**src/rtl/clusterv_tile_sram_arbiter_if.sv**
```systemverilog
// Two-requester SRAM port bundle for the tile arbiter.
// Requester side: iN_req, iN_we, iN_wmask, iN_addr, iN_dat_w in; iN_gnt, iN_rvalid, iN_dat_r out.
// Target side:    t_csb, t_web, t_wmask, t_addr, t_dat_w out; t_dat_r in (one cycle after a read).
// slave  = arbiter view, master = environment (requesters plus SRAM macro) view.
interface clusterv_tile_sram_arbiter_if #(
  parameter int unsigned ADDR_WIDTH = 8,
  parameter int unsigned DATA_WIDTH = 32
);
  localparam int unsigned MASK_WIDTH = DATA_WIDTH / 8;

  // requester 0
  logic                  i0_req;
  logic                  i0_we;
  logic [MASK_WIDTH-1:0] i0_wmask;
  logic [ADDR_WIDTH-1:0] i0_addr;
  logic [DATA_WIDTH-1:0] i0_dat_w;
  logic                  i0_gnt;
  logic                  i0_rvalid;
  logic [DATA_WIDTH-1:0] i0_dat_r;

  // requester 1
  logic                  i1_req;
  logic                  i1_we;
  logic [MASK_WIDTH-1:0] i1_wmask;
  logic [ADDR_WIDTH-1:0] i1_addr;
  logic [DATA_WIDTH-1:0] i1_dat_w;
  logic                  i1_gnt;
  logic                  i1_rvalid;
  logic [DATA_WIDTH-1:0] i1_dat_r;

  // SRAM RW port
  logic                  t_csb;
  logic                  t_web;
  logic [MASK_WIDTH-1:0] t_wmask;
  logic [ADDR_WIDTH-1:0] t_addr;
  logic [DATA_WIDTH-1:0] t_dat_w;
  logic [DATA_WIDTH-1:0] t_dat_r;

  modport slave (
    input  i0_req, i0_we, i0_wmask, i0_addr, i0_dat_w,
    input  i1_req, i1_we, i1_wmask, i1_addr, i1_dat_w,
    input  t_dat_r,
    output i0_gnt, i0_rvalid, i0_dat_r,
    output i1_gnt, i1_rvalid, i1_dat_r,
    output t_csb, t_web, t_wmask, t_addr, t_dat_w
  );

  modport master (
    output i0_req, i0_we, i0_wmask, i0_addr, i0_dat_w,
    output i1_req, i1_we, i1_wmask, i1_addr, i1_dat_w,
    output t_dat_r,
    input  i0_gnt, i0_rvalid, i0_dat_r,
    input  i1_gnt, i1_rvalid, i1_dat_r,
    input  t_csb, t_web, t_wmask, t_addr, t_dat_w
  );
endinterface

```
**src/rtl/clusterv_tile_sram_arbiter.sv**
```systemverilog
// Round-robin arbiter sharing one single-port SRAM between two requesters.
// Ports:
//   clock - single clock, rising edge
//   reset - asynchronous active-low reset
//   bus   - arbiter (slave) view of the requester and SRAM signal bundle
// Grant and target drive are combinational from the requests and the
// registered priority pointer; a read granted in cycle C returns rvalid and
// the raw SRAM read data in cycle C+1.
module clusterv_tile_sram_arbiter #(
  parameter int unsigned ADDR_WIDTH = 8,
  parameter int unsigned DATA_WIDTH = 32
) (
  input  logic                          clock,
  input  logic                          reset,
  clusterv_tile_sram_arbiter_if.slave   bus
);

  localparam int unsigned MASK_WIDTH = DATA_WIDTH / 8;

  typedef enum logic {
    PORT0 = 1'b0,
    PORT1 = 1'b1
  } port_e;

  port_e ptr_q, ptr_d;           // port that wins when both request
  logic  rd_pend_q, rd_pend_d;   // read issued last cycle, data due now
  port_e rd_port_q, rd_port_d;   // requester owning the pending read

  logic                  gnt0_c;
  logic                  gnt1_c;
  logic                  t_csb_c;
  logic                  t_web_c;
  logic [MASK_WIDTH-1:0] t_wmask_c;
  logic [ADDR_WIDTH-1:0] t_addr_c;
  logic [DATA_WIDTH-1:0] t_dat_w_c;
  logic                  rvalid0_c;
  logic                  rvalid1_c;

  // State registers: pointer and pending-read tracking
  always_ff @(posedge clock or negedge reset) begin
    if (!reset) begin
      ptr_q     <= PORT0;
      rd_pend_q <= 1'b0;
      rd_port_q <= PORT0;
    end else begin
      ptr_q     <= ptr_d;
      rd_pend_q <= rd_pend_d;
      rd_port_q <= rd_port_d;
    end
  end

  // Arbitration and next-state; grants are held off while reset is asserted
  always_comb begin
    gnt0_c    = 1'b0;
    gnt1_c    = 1'b0;
    ptr_d     = ptr_q;
    rd_pend_d = 1'b0;
    rd_port_d = rd_port_q;

    if (reset) begin
      if (bus.i0_req && (!bus.i1_req || (ptr_q == PORT0))) begin
        gnt0_c = 1'b1;
      end else if (bus.i1_req) begin
        gnt1_c = 1'b1;
      end
    end

    if (gnt0_c) begin
      ptr_d     = PORT1;
      rd_pend_d = !bus.i0_we;
      rd_port_d = PORT0;
    end else if (gnt1_c) begin
      ptr_d     = PORT0;
      rd_pend_d = !bus.i1_we;
      rd_port_d = PORT1;
    end
  end

  // Target port mux; idle values when nothing is granted, reads never write bytes
  always_comb begin
    t_csb_c   = 1'b1;
    t_web_c   = 1'b1;
    t_wmask_c = '0;
    t_addr_c  = '0;
    t_dat_w_c = '0;

    if (gnt0_c) begin
      t_csb_c   = 1'b0;
      t_web_c   = !bus.i0_we;
      t_wmask_c = bus.i0_we ? bus.i0_wmask : MASK_WIDTH'(0);
      t_addr_c  = bus.i0_addr;
      t_dat_w_c = bus.i0_dat_w;
    end else if (gnt1_c) begin
      t_csb_c   = 1'b0;
      t_web_c   = !bus.i1_we;
      t_wmask_c = bus.i1_we ? bus.i1_wmask : MASK_WIDTH'(0);
      t_addr_c  = bus.i1_addr;
      t_dat_w_c = bus.i1_dat_w;
    end
  end

  // Read return: SRAM data is steered, unregistered, to the owner of the pending read
  assign rvalid0_c = rd_pend_q && (rd_port_q == PORT0);
  assign rvalid1_c = rd_pend_q && (rd_port_q == PORT1);

  assign bus.i0_gnt    = gnt0_c;
  assign bus.i1_gnt    = gnt1_c;
  assign bus.i0_rvalid = rvalid0_c;
  assign bus.i1_rvalid = rvalid1_c;
  assign bus.i0_dat_r  = rvalid0_c ? bus.t_dat_r : DATA_WIDTH'(0);
  assign bus.i1_dat_r  = rvalid1_c ? bus.t_dat_r : DATA_WIDTH'(0);

  assign bus.t_csb     = t_csb_c;
  assign bus.t_web     = t_web_c;
  assign bus.t_wmask   = t_wmask_c;
  assign bus.t_addr    = t_addr_c;
  assign bus.t_dat_w   = t_dat_w_c;

endmodule

```
**src/flat_wrapper.sv**
```systemverilog
// flat-port wrapper written by rule: the top's interface ports become plain ports
module clusterv_tile_sram_arbiter_flat 
#(
  parameter int unsigned ADDR_WIDTH = 8,
  parameter int unsigned DATA_WIDTH = 32
)
  (clock, reset, bus_i0_req, bus_i0_we, bus_i0_wmask, bus_i0_addr, bus_i0_dat_w, bus_i1_req, bus_i1_we, bus_i1_wmask, bus_i1_addr, bus_i1_dat_w, bus_t_dat_r, bus_i0_gnt, bus_i0_rvalid, bus_i0_dat_r, bus_i1_gnt, bus_i1_rvalid, bus_i1_dat_r, bus_t_csb, bus_t_web, bus_t_wmask, bus_t_addr, bus_t_dat_w);
  clusterv_tile_sram_arbiter_if #(.ADDR_WIDTH(ADDR_WIDTH), .DATA_WIDTH(DATA_WIDTH)) bus_i ();
  input  logic clock;
  input  logic reset;
  input wire logic [$bits(bus_i.i0_req)-1:0] bus_i0_req;
  input wire logic [$bits(bus_i.i0_we)-1:0] bus_i0_we;
  input wire logic [$bits(bus_i.i0_wmask)-1:0] bus_i0_wmask;
  input wire logic [$bits(bus_i.i0_addr)-1:0] bus_i0_addr;
  input wire logic [$bits(bus_i.i0_dat_w)-1:0] bus_i0_dat_w;
  input wire logic [$bits(bus_i.i1_req)-1:0] bus_i1_req;
  input wire logic [$bits(bus_i.i1_we)-1:0] bus_i1_we;
  input wire logic [$bits(bus_i.i1_wmask)-1:0] bus_i1_wmask;
  input wire logic [$bits(bus_i.i1_addr)-1:0] bus_i1_addr;
  input wire logic [$bits(bus_i.i1_dat_w)-1:0] bus_i1_dat_w;
  input wire logic [$bits(bus_i.t_dat_r)-1:0] bus_t_dat_r;
  output wire logic [$bits(bus_i.i0_gnt)-1:0] bus_i0_gnt;
  output wire logic [$bits(bus_i.i0_rvalid)-1:0] bus_i0_rvalid;
  output wire logic [$bits(bus_i.i0_dat_r)-1:0] bus_i0_dat_r;
  output wire logic [$bits(bus_i.i1_gnt)-1:0] bus_i1_gnt;
  output wire logic [$bits(bus_i.i1_rvalid)-1:0] bus_i1_rvalid;
  output wire logic [$bits(bus_i.i1_dat_r)-1:0] bus_i1_dat_r;
  output wire logic [$bits(bus_i.t_csb)-1:0] bus_t_csb;
  output wire logic [$bits(bus_i.t_web)-1:0] bus_t_web;
  output wire logic [$bits(bus_i.t_wmask)-1:0] bus_t_wmask;
  output wire logic [$bits(bus_i.t_addr)-1:0] bus_t_addr;
  output wire logic [$bits(bus_i.t_dat_w)-1:0] bus_t_dat_w;
  assign bus_i.i0_req = bus_i0_req;
  assign bus_i.i0_we = bus_i0_we;
  assign bus_i.i0_wmask = bus_i0_wmask;
  assign bus_i.i0_addr = bus_i0_addr;
  assign bus_i.i0_dat_w = bus_i0_dat_w;
  assign bus_i.i1_req = bus_i1_req;
  assign bus_i.i1_we = bus_i1_we;
  assign bus_i.i1_wmask = bus_i1_wmask;
  assign bus_i.i1_addr = bus_i1_addr;
  assign bus_i.i1_dat_w = bus_i1_dat_w;
  assign bus_i.t_dat_r = bus_t_dat_r;
  assign bus_i0_gnt = bus_i.i0_gnt;
  assign bus_i0_rvalid = bus_i.i0_rvalid;
  assign bus_i0_dat_r = bus_i.i0_dat_r;
  assign bus_i1_gnt = bus_i.i1_gnt;
  assign bus_i1_rvalid = bus_i.i1_rvalid;
  assign bus_i1_dat_r = bus_i.i1_dat_r;
  assign bus_t_csb = bus_i.t_csb;
  assign bus_t_web = bus_i.t_web;
  assign bus_t_wmask = bus_i.t_wmask;
  assign bus_t_addr = bus_i.t_addr;
  assign bus_t_dat_w = bus_i.t_dat_w;
  clusterv_tile_sram_arbiter #(.ADDR_WIDTH(ADDR_WIDTH), .DATA_WIDTH(DATA_WIDTH)) u_core (.clock(clock), .reset(reset), .bus(bus_i));
endmodule
```
**config.mk**
```make
export PLATFORM = sky130hd
export DESIGN_NAME = clusterv_tile_sram_arbiter_flat
export DESIGN_NICKNAME = d
export VERILOG_FILES = /design/src/rtl/clusterv_tile_sram_arbiter_if.sv /design/src/rtl/clusterv_tile_sram_arbiter.sv /design/src/flat_wrapper.sv
export SDC_FILE = /design/constraint.sdc
export NUM_CORES = 1
export LEC_CHECK = 0
export BUFFER_PORTS_ARGS = -buffer_cell sky130_fd_sc_hd__buf_2
export CAP_MARGIN = 5
export CORE_AREA = 3 3 93 95
export CTS_CLUSTER_SIZE = 24
export DETAILED_ROUTE_END_ITERATION = 10
export DIE_AREA = 0 0 96 98
export PLACE_DENSITY = 0.57
export SYNTH_ARGS = -nofsm -noshare
export SYNTH_HDL_FRONTEND = slang
export SYNTH_SLANG_ARGS = --single-unit
```
**constraint.sdc**
```tcl
create_clock -name clock -period 1.3 [get_ports clock]
set_input_delay 0.13 -clock clock [delete_from_list [all_inputs] [get_ports clock]]
set_output_delay 0.13 -clock clock [all_outputs]
set_load 0.03 [all_outputs]
```
# Yosys cells after proc, flatten, opt, wreduce, memory -nomap -nowiden
# Index checks and enable logic that the tools add are counted.
word_totals:
  ff_bits: 3
  wordCells: 38
  inputBits: 126
  out_inout_bits: 114
classes:
  bitwise: 2
  n_mux: 25
  n_reduce_logical: 8
ops:
  columns: ["cell", "n"]
  rows:
  - ["$mux 32", 4]
  - ["$mux 4", 4]
  - ["$mux 8", 2]
  - ["$mux 1", 15]
  - ["$logic_and 1x1->1", 3]
  - ["$logic_not 1->1", 3]
  - ["$not 1->1", 2]
  - ["$reduce_bool 2->1", 1]
  - ["$logic_or 1x1->1", 1]

# Depth between registers and ports, before layout
logic_depth:
  word_depth: 7
  depth_mapped: 5
  mapped_depth_nobuf: 3

# Worst setup path before layout
# Ideal clock, no wire load.
synth_timing:
  path_kind: "register -> output"
  from: "register u_core.ptr_q"
  to: "output port bus_t_web"
  path_stages_with_launch: 4
  required_ns: 1.170
  slack_ns: -0.194
  t_arrival_ns: 1.364
  n_path_buf: 0
  path_cell_list: "dfrtp_1 > nor2b_4 > nor2_1 > o21ai_0"
synth_via:
  elab_chain_cells: 7
  elab_cells_between_ends: 9
  cone_classes: "mux: 6; bitwise: 1; reduce/logical: 2"
synth_rtl:
  columns: ["item", "line_no", "rtl"]
  rows:
  - ["start, declared", "clusterv_tile_sram_arbiter.sv:25", "port_e ptr_q, ptr_d;"]
  - ["start signal, assigned", "clusterv_tile_sram_arbiter.sv:46", "ptr_q <= ptr_d;"]
  - ["$not 1->1 *", "clusterv_tile_sram_arbiter.sv:61", "if (bus.i0_req && (!bus.i1_req || (ptr_q == PORT0))) begin"]
  - ["$logic_or 1x1->1 *", "clusterv_tile_sram_arbiter.sv:61", null]
  - ["$logic_and 1x1->1 *", "clusterv_tile_sram_arbiter.sv:61", null]
  - ["$mux 1", "clusterv_tile_sram_arbiter.sv:61", null]
  - ["$mux 1", "clusterv_tile_sram_arbiter.sv:60", "if (reset) begin"]
  - ["$mux 1", "clusterv_tile_sram_arbiter.sv:93", "end else if (gnt1_c) begin"]
  - ["$mux 1 *", "clusterv_tile_sram_arbiter.sv:87", "if (gnt0_c) begin"]
  - ["end, declared", "flat_wrapper.sv:29", "output wire logic [$bits(bus_i.t_web)-1:0] bus_t_web;"]
# Mark *: on every way between the ends. The rest lies on a longest branch, timed or not.

# Final worst setup path
layout_timing:
  from: "register u_core.ptr_q"
  to: "output port bus_t_dat_w[16]"
layout_via:
  elab_chain_cells: 7
  elab_cells_between_ends: 9
  cone_classes: "mux: 6; bitwise: 1; reduce/logical: 2"
layout_rtl:
  columns: ["item", "line_no", "rtl"]
  rows:
  - ["$not 1->1 *", "clusterv_tile_sram_arbiter.sv:61", null]
  - ["$logic_or 1x1->1 *", "clusterv_tile_sram_arbiter.sv:61", null]
  - ["$logic_and 1x1->1 *", "clusterv_tile_sram_arbiter.sv:61", null]
  - ["$mux 1", "clusterv_tile_sram_arbiter.sv:61", null]
  - ["$mux 1", "clusterv_tile_sram_arbiter.sv:60", null]
  - ["$mux 32", "clusterv_tile_sram_arbiter.sv:93", null]
  - ["$mux 32 *", "clusterv_tile_sram_arbiter.sv:87", null]
  - ["end, declared", "flat_wrapper.sv:32", "output wire logic [$bits(bus_i.t_dat_w)-1:0] bus_t_dat_w;"]
# Marked as above.

==> impl_metrics.env <==
export IMPL_core_area_um2=7810
export IMPL_synth_yosys_warnings=0
export IMPL_postSynthRegisterBits=3
export IMPL_detailedPlacementHpwl_mm=5.92
export IMPL_finalWeightedCongestion=0.809
export IMPL_pin_count=240
export IMPL_fmax_ghz=0.644
export IMPL_netlist_instances=149
export IMPL_final_fill_count=736
export IMPL_timing_final_crit_share=1.19
export IMPL_cts_root_buf="clkbuf_8"
export IMPL_cts_made_buffers=3
export IMPL_cp_start_kind="flip-flop"
export IMPL_clock_latency_ns=0.22
export IMPL_drive_gt1_frac=0.956
export IMPL_portBuffers=239
export IMPL_htreeDepth=1
export IMPL_cp_arrival_ns=1.42
export IMPL_final_hold_worst_slack_ns=0.0698
export IMPL_netlist_area_um2=1140
export IMPL_design_die_area_um2=9410
export IMPL_post_layout_total_power_uw=2260
export IMPL_overflow=0
export IMPL_power_per_cell_area_nw_per_um2=574
export IMPL_finalSetupViolations=113
export IMPL_end_kind="primary output"
export IMPL_clock_path_buffers=2
export IMPL_timing_worst_slew_pin_value_ns=0.226
export IMPL_drtAntennaViolNets=0
export IMPL_cpLargestDelayFamily="flip-flops"
export IMPL_placed_instance_area_um2=2500
export IMPL_firstDrtPassIters=5
export IMPL_worst_r2r_path_depth=6
export IMPL_grt_usage=0.157
export IMPL_synth_most_common_cell="a22o_1"
export IMPL_diodes=0
export IMPL_drcViolationCount=0
export IMPL_synth_top_cell_area_share=0.307
export IMPL_chipHeight_um=98
export IMPL_postSynthNetCount=275
export IMPL_cp_data_required_time_ns=1.17
export IMPL_die_x_um=96
export IMPL_multi_input_comb_area_um2=1230
export IMPL_area_growth_syn_to_layout_pct=245
export IMPL_cts_tree="built"
export IMPL_tritoncts_num_sinks=3
export IMPL_register_cell_area_after_layout_um2=77.6
export IMPL_timing_max_transition_violations_final=0
export IMPL_postLayoutCellArea_um2=3940
export IMPL_wire_length_of_the_first_global_routing_pass_mm=11.8
export IMPL_num_rows=32
export IMPL_slowest_stage="dfrtp_2"
export IMPL_outcome="finished, violations left"
export IMPL_slew_limit_headroom=0.849
export IMPL_cp_slowest_stage_delay_ns=0.44
export IMPL_r2r_slack_ns=0.08
export IMPL_post_synthesis_async_set_or_reset_flop_share=1.00
export IMPL_cap_viol_max_count=0
export IMPL_yosys_most_used_dff="dfrtp_1"
export IMPL_route_vias_total=2315
export IMPL_syn_area_per_cell_um2=7.67
export IMPL_netlist_top_cell_by_area="a22o_1"
export IMPL_post_synth_num_cell_types=25
export IMPL_leakage_uw=0.00204
export IMPL_path_clk_slew_ns=0.03
export IMPL_initial_utilization=0.146
export IMPL_path_buf_inv=2
export IMPL_final_min_clock_period_ns=1.55
export IMPL_routed_wl_mm=9.41
export IMPL_ys_seq_area_frac=0.0657
export IMPL_viasPerCell=4.57
export IMPL_post_drt_wl_per_cell_um=18.6
export IMPL_path_max_fanout=10
export IMPL_finClkSkew_ns=0.00419
export IMPL_violated_checks="setup timing"
export IMPL_timing_setup_critical_path_class="flip-flop to primary output"
export IMPL_crit_path_cell_trace="nor2b_4 > nor2_4 > clkbuf_16 > a22o_2 > buf_6"
export IMPL_synth_top_cells_by_count="a22o_1 (40), and2_1 (33), and3_1 (32), clkbuf_1 (6)"
export IMPL_final_core_utilization=0.504
export IMPL_place_worst_setup_slack_ns=-0.0866
export IMPL_synth_edf_count=0
export IMPL_grt_max_degree=46
export IMPL_vias_in_the_first_global_route=2295
export IMPL_regToRegStartpoint="u_core.ptr_q$_DFFE_PN0P_"
export IMPL_synth_area_leaders="a22o_1 (31%), and2_1 (18%), and3_1 (18%)"
export IMPL_grt_antenna_before_repair=3
export IMPL_first_iter_violations=25
export IMPL_nets=532
export IMPL_worstReg2RegEnd="u_core.rd_pend_q$_DFF_PN0_"
export IMPL_worst_hold_path_type="primary input to async pin"
export IMPL_postLayoutSetupSlackWorst_ns=-0.253
export IMPL_finalHoldViolCount=0
export IMPL_power_ir_vdd_worst_mv=0.567
export IMPL_rsz_0062_raised_after_global_routing="yes"
state kept, by name, indices dropped and copies added, names as in the netlist:
name,flops
u_core.ptr_q,1
u_core.rd_pend_q,1
u_core.rd_port_q,1
what timing repair did:
action,CTS,global route
resized for setup,209,138
pin swaps,20,17
endpoints found under the hold margin,3,1
hold buffers,1,1
setup endpoints to repair,112,114
buffers inserted,3,4
cloned,5,9
layout make-up:
type	instances	area share
Tap cell	102	0.0324
Inverter	1	0.000953
Sequential cell	3	0.0197
Clock buffer	4	0.0114
Timing Repair Buffer	270	0.622
Multi-Input combinational cell	127	0.314
logic make-up (layout without fill, tap and decap cells):
group                  count (synthesis)  in the layout  share of synthesized area
AO/OA/AOI/OAI                         51             51                      0.387
flip-flops                             3              3                     0.0657
buffers and inverters                 19            275                      0.125
AND/OR/NAND/NOR                       76             76                      0.423
through the flow:
step / instances / TNS, ns
floorplan: 149 / 0
global placement: 481 / -2.12
detailed placement: 481 / -3.04
CTS: 494 / -18.01
global route: 507 / -22.24
finish: 507 / -16.88
tightest hold or removal path: stages:
cell	delay (ns)
buf_2	0.11
dlymetal6s4s_1	0.21
buf_4	0.15
cell usage in the layout, fill, tap and decap left out, types with 2 or more instances in the layout:
cell type  instances
a21oi_1            2
a22o_1             3
a22o_2            38
a32o_2             4
and2_4            33
and3_4            32
buf_12             6
buf_16             3
buf_2            125
buf_4              5
buf_6            119
buf_8              3
clkbuf_16          7
clkbuf_8           3
dfrtp_2            2
nand2_1            3
nor2b_4            2
where the power goes:
group	internal [µW]	switching (µW)
registers	110	23.2
clock network	209	63.8
logic	948	907
worst max path at each step:
stage                                  start              end  slack (ns)  cells after the start
CTS                 u_core.ptr_q$_DFFE_PN0P_  bus_t_dat_w[25]       -0.26                      5
global placement    u_core.ptr_q$_DFFE_PN0P_    bus_t_addr[5]       -0.06                      5
floorplan           u_core.ptr_q$_DFFE_PN0P_  bus_t_dat_w[24]        0.01                      3
detailed placement  u_core.ptr_q$_DFFE_PN0P_  bus_t_dat_w[25]       -0.09                      5
finish              u_core.ptr_q$_DFFE_PN0P_  bus_t_dat_w[16]       -0.25                      5
global route        u_core.ptr_q$_DFFE_PN0P_  bus_t_dat_w[21]       -0.30                      5
layer usage:
| layer | routed length (µm) | global-route usage |
|---|---|---|
| met5 | 40 | 0 |
| met3 | 748 | 0.0393 |
| met4 | 139 | 0.0274 |
| met1 | 3130 | 0.158 |
| met2 | 5350 | 0.317 |
No activity file was read; power rests on OpenSTA's default activity.
